File: src/rtl/serial_shift_port.sv
// Word-oriented SPI mode-0 style slave port: synchronises the pins, frames words
// on chip select and exchanges a transmit holding register for each received word.

module ssp_sync #(
  parameter int STAGES  = 2,
  parameter bit RST_VAL = 1'b0
) (
  input  logic clk,
  input  logic reset,
  input  logic d,
  output logic q
);
  logic [STAGES-1:0] ff;

  always_ff @(posedge clk) begin
    if (reset) ff <= {STAGES{RST_VAL}};
    else       ff <= {ff[STAGES-2:0], d};
  end

  assign q = ff[STAGES-1];
endmodule

module serial_shift_port #(
  parameter int WIDTH       = 8,
  parameter bit LSB_FIRST   = 1'b0,
  parameter int SYNC_STAGES = 2
) (
  input  logic             clk,
  input  logic             reset,
  input  logic             sclk_in,
  input  logic             cs_n_in,
  input  logic             mosi_in,
  input  logic             load,
  input  logic [WIDTH-1:0] load_data,
  output logic             miso,
  output logic [WIDTH-1:0] rx_data,
  output logic             rx_valid,
  output logic             tx_ready,
  output logic             busy
);
  typedef enum logic {IDLE, ACTIVE} state_t;

  localparam int               CW      = $clog2(WIDTH);
  localparam logic [CW-1:0]    LAST    = CW'(WIDTH - 1);
  // pin order {mosi, cs_n, sclk}; cs_n idles high
  localparam logic [2:0]       PIN_RST = 3'b010;

  logic [2:0] pin_raw, pin_s;
  assign pin_raw = {mosi_in, cs_n_in, sclk_in};

  for (genvar i = 0; i < 3; i++) begin : g_sync
    ssp_sync #(.STAGES(SYNC_STAGES), .RST_VAL(PIN_RST[i])) u_sync (
      .clk(clk), .reset(reset), .d(pin_raw[i]), .q(pin_s[i])
    );
  end

  logic sclk_q, cs_q;
  logic sclk_rise, sclk_fall, cs_fall, cs_rise;

  always_ff @(posedge clk) begin
    if (reset) begin
      sclk_q <= 1'b0;
      cs_q   <= 1'b1;
    end else begin
      sclk_q <= pin_s[0];
      cs_q   <= pin_s[1];
    end
  end

  assign sclk_rise = pin_s[0] & ~sclk_q;
  assign sclk_fall = ~pin_s[0] & sclk_q;
  assign cs_fall   = ~pin_s[1] & cs_q;
  assign cs_rise   = pin_s[1] & ~cs_q;

  state_t           state;
  logic [CW-1:0]    bitcnt;
  logic [WIDTH-1:0] shreg, hold, shifted;
  logic             sample, tx_pending;

  assign shifted = LSB_FIRST ? {sample, shreg[WIDTH-1:1]} : {shreg[WIDTH-2:0], sample};

  always_ff @(posedge clk) begin
    if (reset) begin
      state      <= IDLE;
      bitcnt     <= '0;
      shreg      <= '0;
      hold       <= '0;
      sample     <= 1'b0;
      rx_data    <= '0;
      rx_valid   <= 1'b0;
      tx_pending <= 1'b0;
    end else begin
      rx_valid <= 1'b0;
      case (state)
        IDLE: begin
          if (cs_fall) begin
            state  <= ACTIVE;
            bitcnt <= '0;
            if (tx_pending) begin
              shreg      <= hold;
              tx_pending <= 1'b0;
            end
          end
        end
        ACTIVE: begin
          if (cs_rise) begin
            state  <= IDLE;
            bitcnt <= '0;
          end else if (sclk_rise) begin
            sample <= pin_s[2];
          end else if (sclk_fall) begin
            if (bitcnt == LAST) begin
              bitcnt   <= '0;
              rx_data  <= shifted;
              rx_valid <= 1'b1;
              if (tx_pending) begin
                shreg      <= hold;
                tx_pending <= 1'b0;
              end else begin
                shreg <= shifted;
              end
            end else begin
              bitcnt <= bitcnt + 1'b1;
              shreg  <= shifted;
            end
          end
        end
        default: state <= IDLE;
      endcase
      // a same-cycle load lands after any consume, so the new word stays pending
      if (load) begin
        hold       <= load_data;
        tx_pending <= 1'b1;
      end
    end
  end

  assign miso     = LSB_FIRST ? shreg[0] : shreg[WIDTH-1];
  assign busy     = (state == ACTIVE);
  assign tx_ready = ~tx_pending;
endmodule

File: config.mk
export PLATFORM = sky130hd
export DESIGN_NAME = serial_shift_port
export DESIGN_NICKNAME = d
export VERILOG_FILES = /design/src/rtl/serial_shift_port.sv
export SDC_FILE = /design/constraint.sdc
export NUM_CORES = 1
export LEC_CHECK = 0
export CAP_MARGIN = 15
export CORE_MARGIN = 1
export CORE_UTILIZATION = 55
export DETAILED_ROUTE_END_ITERATION = 8
export PLACE_DENSITY = 0.82
export REMOVE_ABC_BUFFERS = 1
export SLEW_MARGIN = 20
export SYNTH_ARGS = -nofsm -noshare
export SYNTH_HDL_FRONTEND = slang
export SYNTH_SLANG_ARGS = --single-unit
File: constraint.sdc
create_clock -name clk -period 4.4 [get_ports clk]
set_input_delay 0.44 -clock clk [delete_from_list [all_inputs] [get_ports clk]]
set_output_delay 0.44 -clock clk [all_outputs]
set_load 0.005 [all_outputs]
Word level (Yosys, flattened, before mapping)
Cells that the tools add are included.
{"block": "classes", "add_sub_neg": 1, "eq_ne": 13, "n_mux": 25, "n_bitwise": 13, "reduce_logical": 6}
{"operator": "8-bit 2-to-1 mux", "n": 7}
{"operator": "3-bit inequality test (second input constant)", "n": 6}
{"operator": "8-bit case mux with 2 select lines", "n": 1}
{"operator": "3-bit 2-to-1 mux", "n": 5}
{"operator": "5-bit AND reduction", "n": 3}
{"operator": "2-bit inequality test (second input constant)", "n": 5}
{"operator": "1-bit 2-to-1 mux", "n": 9}
{"operator": "1-bit inverter", "n": 9}
{"operator": "3-bit case mux with 2 select lines", "n": 1}
{"operator": "3-bit AND reduction", "n": 2}
{"operator": "5-bit OR reduction", "n": 1}
{"operator": "1-bit bitwise AND", "n": 4}
{"operator": "1-bit case mux with 2 select lines", "n": 2}
{"operator": "3-bit by 1-bit adder with 3-bit output (second input constant)", "n": 1}
{"operator": "3-bit equality test (second input constant)", "n": 1}
{"operator": "3-bit by 2-bit inequality test with 1-bit output (second input constant)", "n": 1}
{"block": "totals", "regBits": 39, "inputBits": 14, "elab_cells": 71}

Logic depth before layout (Yosys ltp)
Gate-level depths: netlist of run 1.
{"block": "depth", "ltp_word": 7, "depth_mapped": 8, "depth_no_buf": 6}

Hierarchy
Synthesis of run 1 repeated with hierarchy kept, for this count alone.
{"block": "hier_totals", "hier_cells": 153, "hier_area_um2": 1551.5}
{"mod": "serial_shift_port", "n_inst": 1, "cells_each": 141, "area_each_um2": 1393.8, "seq_area_each_um2": 660.6}
{"mod": "ssp_sync", "n_inst": 3, "cells_each": 4, "area_each_um2": 52.6, "seq_area_each_um2": 40.0}

Least setup slack after synthesis of run 1
OpenSTA, ideal clock, no wires.
{"block": "synth_timing", "path_kind": "reg2reg", "startpoint": "register bitcnt[0]", "endpoint": "register rx_data[7]", "setup_time_ps": 128, "t_arrival_ps": 1662, "required_ps": 4272, "setup_slack_ps": 2611, "path_stages_with_launch": 9, "n_path_buf": 2, "synth_period_minus_slack_ps": 1789, "path_cell_list": "dfxtp_1 ha_1 ha_1 clkbuf_2 inv_1 or4_1 buf_2 mux2i_1 nor2_1"}
{"block": "synth_between", "elab_chain_cells": 2}
{"item": "start: declaration", "line_no": "76", "source": "logic [CW-1:0] bitcnt;"}
{"item": "start signal: assignment", "line_no": "123", "source": "bitcnt <= bitcnt + 1'b1;"}
{"item": "3-bit equality test", "line_no": "112", "source": "if (bitcnt == LAST) begin"}
{"item": "5-bit AND reduction (no line)"}
{"item": "end signal: assignment", "line_no": "114", "source": "rx_data <= shifted;"}
{"item": "end: declaration", "line_no": "36", "source": "output logic [WIDTH-1:0] rx_data,"}
Every way passes these cells.
A chain may end at the register's enable or synchronous reset.

Worst setup path in the final report of run 1
Ends and elaborated chain as after synthesis.

==> flow_summary.json, run 1 <==
{
  "stdcell_area_mm2": 0.001814,
  "grt.total_usage": 0.2016,
  "drt_iter0_markers": 27,
  "start_kind": "flip-flop",
  "cp_max_fo": 9,
  "antenna_found_initial": 0,
  "core-area_mm2": 0.002545,
  "worstPathRequired_ns": 4.62,
  "arrival_ns": 2.23,
  "intPower_uw": 446.1,
  "die_w_um": 54.64,
  "met2_usage": 0.3454,
  "ys_ff_latch": 39,
  "grt_max_degree": 40,
  "overflow": 0,
  "hold_buffers": 0,
  "grt_pass1_wl_mm": 4.181,
  "dp_hpwl_mm": 1.945,
  "finalCriticalPeriod_ns": 2.009,
  "clkSinkCount": 39,
  "dr.pass1.iters": 4,
  "outcome": "completed",
  "diodes": 0,
  "drc_errors": 0,
  "synth_cell_type_count": 28,
  "worstSkewPairLatency_ns": 0.33,
  "syn_area_mm2": 0.001524,
  "end_kind": "flip-flop",
  "grt_pass1_vias": 996,
  "grtUsageMet3": 0.05833,
  "io_pins": 26,
  "setup_viol": 0,
  "ys.flop_type": "dfxtp_1",
  "htreeDepth": 2,
  "synth.area.mux_share": 0.06568,
  "synthCells": 160,
  "hold_path.class": "reg2reg",
  "synth_compound_area_frac": 0.1314,
  "path_clk_slew_ns": 0.11,
  "numPortBuffers": 25,
  "crit_type": "reg2reg",
  "cts_root_buf": "clkbuf_4",
  "pwr-share-comb": 0.084,
  "vias": 1185,
  "async_reset_ff_frac": 0,
  "met1_usage": 0.2250,
  "synth-simple-area-share": 0.2258,
  "synthAdderAreaFrac": 0.02463,
  "cts_tree": "done",
  "peakVddDrop_v": 0.0002695,
  "max_stage_delay_ns": 0.70,
  "start_util": 0.5988,
  "rsz0062_at_grt": "false",
  "syn_avg_cell_area_um2": 9.525,
  "wl_mm": 2.763,
  "busiest_layer": "met2",
  "wire_per_inst_um": 12.91,
  "post_cts_resize_count": 0,
  "fill_cells": 220,
  "fmax_mhz": 497.9,
  "drtAntennaViolNets": 0,
  "postCtsSetupBuffers": 0,
  "crit_chain": "ha_1 > ha_1 > inv_1 > or4_1 > mux2i_1 > nor2_1",
  "fin_nets": 202,
  "slew_violations": 0,
  "syn_to_final_growth_pct": 19.05,
  "crit_top_cell": "ha_1",
  "drive_above_1_share": 0.09239,
  "p_seq_frac": 0.639,
  "yosysSeqAreaShare": 0.5123,
  "die-area_mm2": 0.002986,
  "min_period_over_period": 0.4565,
  "crit_slowest_cell": "or4_1",
  "cap_violations": 0,
  "cts_buffers": 5,
  "synth_top_family_by_area": "simple AND/OR/NAND/NOR gates",
  "slew-limit-headroom": 0.5809,
  "p_sw_frac": 0.2314,
  "hold_viol": 0,
  "p_clk_frac": 0.277,
  "vias_per_cell": 5.537,
  "gp_congestion": 0.8269,
  "rows": 18,
  "die_y_um": 54.64,
  "cts_max_path_buffers": 2,
  "dpl_cell_area_mm2": 0.001769,
  "fin_worst_skew_ns": 0.008155,
  "leakage_uw": 0.0006624,
  "power_density_mw_per_mm2": 319.9,
  "synth_edf_count": 0,
  "worst_pin_slew_ns": 0.6286,
  "p_sw_uw": 134.3,
  "synthXorXnorAreaFrac": 0,
  "yosys_warnings": 0,
  "setup_tns_ns": 0,
  "whs_ns": 0.4198
}
## metrics by stage
| step | instances | utilization | total power, uW | setup WS, ns |
|---|---|---|---|---|
| 4_1_cts | 214 | 0.7129 | 588.0 | 2.393 |
| 3_5_place_dp | 208 | 0.6952 | 427.7 | 2.415 |
| 5_1_grt | 214 | 0.7129 | 604.7 | 2.327 |
| 6_report | 214 | 0.7129 | 580.4 | 2.391 |
| 2_1_floorplan | 152 | - | 400.4 | 2.604 |
| 3_3_place_gp | 208 | 0.6952 | 425.1 | 2.516 |
## cells by family (layout without fill, tap and decap cells)
kind of cell             count (synthesis)  after routing
buffers and inverters                   11             35
AND/OR/NAND/NOR                         73             73
flip-flops                              39             39
multiplexers                            10             10
adder cells (fa/ha/maj)                  3              3
AO/OA/AOI/OAI                           24             24
## state kept, by name, summed over array words and instances, names as in the netlist
signal / cells
bitcnt: 3
sclk_q: 1
rx_data: 8
cs_q: 1
sample: 1
tx_pending: 1
hold: 8
rx_valid: 1
busy: 1
g_sync.u_sync.ff: 6
shreg: 8
## cells in the mapped netlist, types with 2 or more instances
master	n	share of area
a21oi_1	11	0.036
a311oi_1	6	0.034
a311oi_2	2	0.020
a32oi_1	2	0.011
clkbuf_1	4	0.0098
dfxtp_1	39	0.51
ha_1	3	0.025
inv_1	3	0.0074
mux2i_1	10	0.066
nand2_1	26	0.064
nand3_1	8	0.026
nor2_1	22	0.054
nor2b_1	6	0.025
or2_2	3	0.012
or4_1	2	0.0098
## routing by layer
| layer | up-vias | part of all wire |
|---|---|---|
| met5 | - | 0 |
| met4 | 0 | 0.014 |
| met3 | 5 | 0.047 |
| met2 | 32 | 0.50 |
| met1 | 551 | 0.44 |
| li1 | 597 | - |
## layout by cell type (no fill, tap or decap), types with 2 or more instances in the layout
cell / count
a311oi_1: 6
nand3_1: 8
nand2_1: 26
clkdlybuf4s50_1: 25
nor2b_1: 6
or4_1: 2
a32oi_1: 2
nor2_1: 22
inv_1: 3
dfxtp_1: 39
ha_1: 3
clkbuf_4: 5
a21oi_1: 11
a311oi_2: 2
mux2i_1: 10
or2_2: 3
## area by class of cell
type	count	area, um^2	share of cell area
Sequential cell	39	780.7	0.4303
Multi-Input combinational cell	110	681.9	0.3759
Timing Repair Buffer	26	257.7	0.1421
Clock buffer	5	37.54	0.02069
Tap cell	30	37.54	0.02069
Inverter	3	11.26	0.006207
Clock inverter	1	7.507	0.004138
## path summary, 6_finish.rpt
path,slack (ns),to,startpoint,cells past startpoint
worst max register to register,2.39,rx_data[7],bitcnt[0],6
worst min-delay path,0.42,g_sync[1].u_sync.ff[1],g_sync[1].u_sync.ff[0],1
worst min register to register,0.42,g_sync[1].u_sync.ff[1],g_sync[1].u_sync.ff[0],1
worst max-delay path,2.39,rx_data[7],bitcnt[0],6
## critical path: cells and delay by family, from the launching register on
| family | cells | cell delay (ns) |
|---|---|---|
| simple gates | 2 | 0.75 |
| mux | 1 | 0.21 |
| flops | 1 | 0.37 |
| fa+ha+maj | 2 | 0.51 |
| buf+inv | 1 | 0.06 |
## power by group through the flow
stage,combinational [uW],sequential [uW],clock (uW)
after floorplan,23.5,377,0
after global placement,46.9,378,0
after detailed placement,48.7,379,0
after CTS,48.9,371,168
after global routing,53.4,373,179
final,48.6,371,161
Note: power is estimated with default switching activity, not from simulation.
==> inputs of run 2 (changes only) <==
--- a/config.mk
+++ b/config.mk
@@ -7,9 +7,9 @@
 export LEC_CHECK = 0
 export CAP_MARGIN = 15
 export CORE_MARGIN = 1
-export CORE_UTILIZATION = 55
+export CORE_UTILIZATION = 46
 export DETAILED_ROUTE_END_ITERATION = 8
-export PLACE_DENSITY = 0.82
+export PLACE_DENSITY = 0.74
 export REMOVE_ABC_BUFFERS = 1
 export SLEW_MARGIN = 20
 export SYNTH_ARGS = -nofsm -noshare
==> constraint.sdc (replaced) <==
create_clock -name clk -period 1.72 [get_ports clk]
set_input_delay 0.172 -clock clk [delete_from_list [all_inputs] [get_ports clk]]
set_output_delay 0.172 -clock clk [all_outputs]
set_load 0.005 [all_outputs]
==> run 2 against run 1 <==
  * Die area rose by 19%
  * Combinational power rose to 2.7 times the previous value
  * Sequential power rose to 2.6 times the previous value
  * Routed wire length fell by 1.4%
  * Setup slack got worse by 2.3 ns
  * Largest cell class unchanged
  * Final cell count rose by 11%
  * Non-clock buffer count rose by 8
==> flow_summary.json, run 2 (synthesis gave the netlist of run 1 again) <==
{
  "busiest_layer": "met2",
  "overflow": 0,
  "cts_root_buf": "clkbuf_4",
  "peakVddDrop_v": 0.0006048,
  "fin_util": 0.6331,
  "crit_top_cell": "ha_1",
  "slew_violations": 0,
  "p_sw_frac": 0.1981,
  "cp_max_fo": 8,
  "vias_per_cell": 4.933,
  "cts_buffers": 5,
  "p_seq_frac": 0.521,
  "intPower_uw": 1459,
  "fin_nets": 210,
  "clkSinkCount": 39,
  "worst_pin_slew_ns": 0.5258,
  "dpl_cell_area_mm2": 0.001832,
  "setup_viol": 0,
  "cts_tree": "done",
  "pwr-share-comb": 0.073,
  "drc_errors": 0,
  "numPortBuffers": 25,
  "crit_type": "reg2reg",
  "die-area_mm2": 0.003547,
  "grt_max_degree": 17,
  "min_period_over_period": 0.9504,
  "met1_usage": 0.2156,
  "start_util": 0.4911,
  "mostFrequentLayoutCells": "dfxtp_1, nand2_1, clkdlybuf4s50_1",
  "hold_path.class": "in2reg",
  "fin_worst_skew_ns": 0.004893,
  "whs_ns": 0.3747,
  "p_clk_frac": 0.405,
  "arrival_ns": 1.91,
  "finalCriticalPeriod_ns": 1.635,
  "placed_cells": 228,
  "p_sw_uw": 360.4,
  "worstPathRequired_ns": 1.99,
  "stdcell_area_mm2": 0.001964,
  "outcome": "completed",
  "antenna_found_initial": 0,
  "grt_pass1_wl_mm": 4.623,
  "gp_congestion": 0.7288,
  "cts_max_path_buffers": 2,
  "rows": 20,
  "met2_usage": 0.2889,
  "final_cells": 238,
  "crit_chain": "ha_1 > ha_1 > buf_4 > or4_1 > a21oi_1",
  "drive_above_1_share": 0.1392,
  "slew-limit-headroom": 0.6484,
  "rsz0062_at_grt": "false",
  "power_density_mw_per_mm2": 926.0,
  "dr.pass1.iters": 4,
  "grt.total_usage": 0.1772,
  "crit_slowest_cell": "or4_1",
  "syn_to_final_growth_pct": 28.90,
  "path_clk_slew_ns": 0.11,
  "die_y_um": 59.56,
  "hold_buffers": 0,
  "wire_per_inst_um": 11.45,
  "worstSkewPairLatency_ns": 0.34,
  "dp_hpwl_mm": 2.064,
  "final_common_cell": "dfxtp_1",
  "max_stage_delay_ns": 0.52,
  "grtUsageMet3": 0.03930,
  "core-area_mm2": 0.003103,
  "largestRegisters": "hold x8, rx_data x8, shreg x8",
  "diodes": 0,
  "io_pins": 26,
  "htreeDepth": 2,
  "vias": 1174,
  "hold_viol": 0,
  "die_w_um": 59.56,
  "end_kind": "flip-flop",
  "grt_pass1_vias": 1062,
  "drtAntennaViolNets": 0,
  "start_kind": "flip-flop",
  "cap_violations": 0,
  "drt_iter0_markers": 46,
  "fmax_mhz": 611.7,
  "wl_mm": 2.725,
  "leakage_uw": 0.0007383
}
-- run 2: cell types whose count changed in the layout (fill, tap and decap cells not counted) --
cell        change
buf_4           +7
bufinv_16       +2
buf_12          +1
clkbuf_1        +1
clkinvlp_4      -1
or4_1           -1
or4_4           +1
-- run 2: per-stage QoR --
step	setup slack [ns]	power, uW	setup TNS, ns
floorplan	-0.07600	1024	-0.2096
global placement	0.01547	1094	0
detailed placement	-0.07266	1099	-0.1927
CTS	0.03144	1834	0
global route	0.01436	1895	0
finish	0.08533	1819	0
-- run 2: metal layers --
metal  routed length, um  part of all wire
met5                   0                 0
met4                  39             0.014
met3                 100             0.037
met2                1326              0.49
met1                1258              0.46
-- run 2: worst max-delay path, delay by kind of cell (launching register included) --
family,cells,cell delay (ns)
AO/OA/AOI/OAI,1,0.14
flip-flops,1,0.33
AND/OR/NAND/NOR,1,0.52
adder cells (fa/ha/maj),2,0.42
buffers and inverters,1,0.17
-- run 2: worst paths after layout --
path / endpoint / from / slack (ns) / cells past startpoint
max: bitcnt[0] / bitcnt[0] / 0.09 / 5
min: g_sync[2].u_sync.ff[0] / mosi_in / 0.37 / 2
max reg2reg: bitcnt[0] / bitcnt[0] / 0.09 / 5
min reg2reg: g_sync[1].u_sync.ff[1] / g_sync[1].u_sync.ff[0] / 0.42 / 1
-- run 2: power by group through the flow --
stage	Sequential [uW]	Clock [uW]	Combinational (uW)
floorplan	964	0	60.2
global placement	968	0	127
detailed placement	969	0	130
CTS	949	754	131
global route	953	795	147
finish	949	738	133
-- run 2: final cells by class --
type / instances / area [um^2]
multi-input combinational: 110 / 685.7
timing repair buffer: 34 / 330.3
tap: 44 / 55.05
fill: 295 / 1139
clock buffer: 6 / 41.29
sequential: 39 / 780.7
inverter: 3 / 11.26
clock inverter: 2 / 60.06
-- run 2: timing repair --
action / 4_1_cts / 5_1_grt
setup buffers: 0 / 2
pin swaps: 0 / 2
setup endpoints to repair: 8 / 13
gates resized for setup: 1 / 0
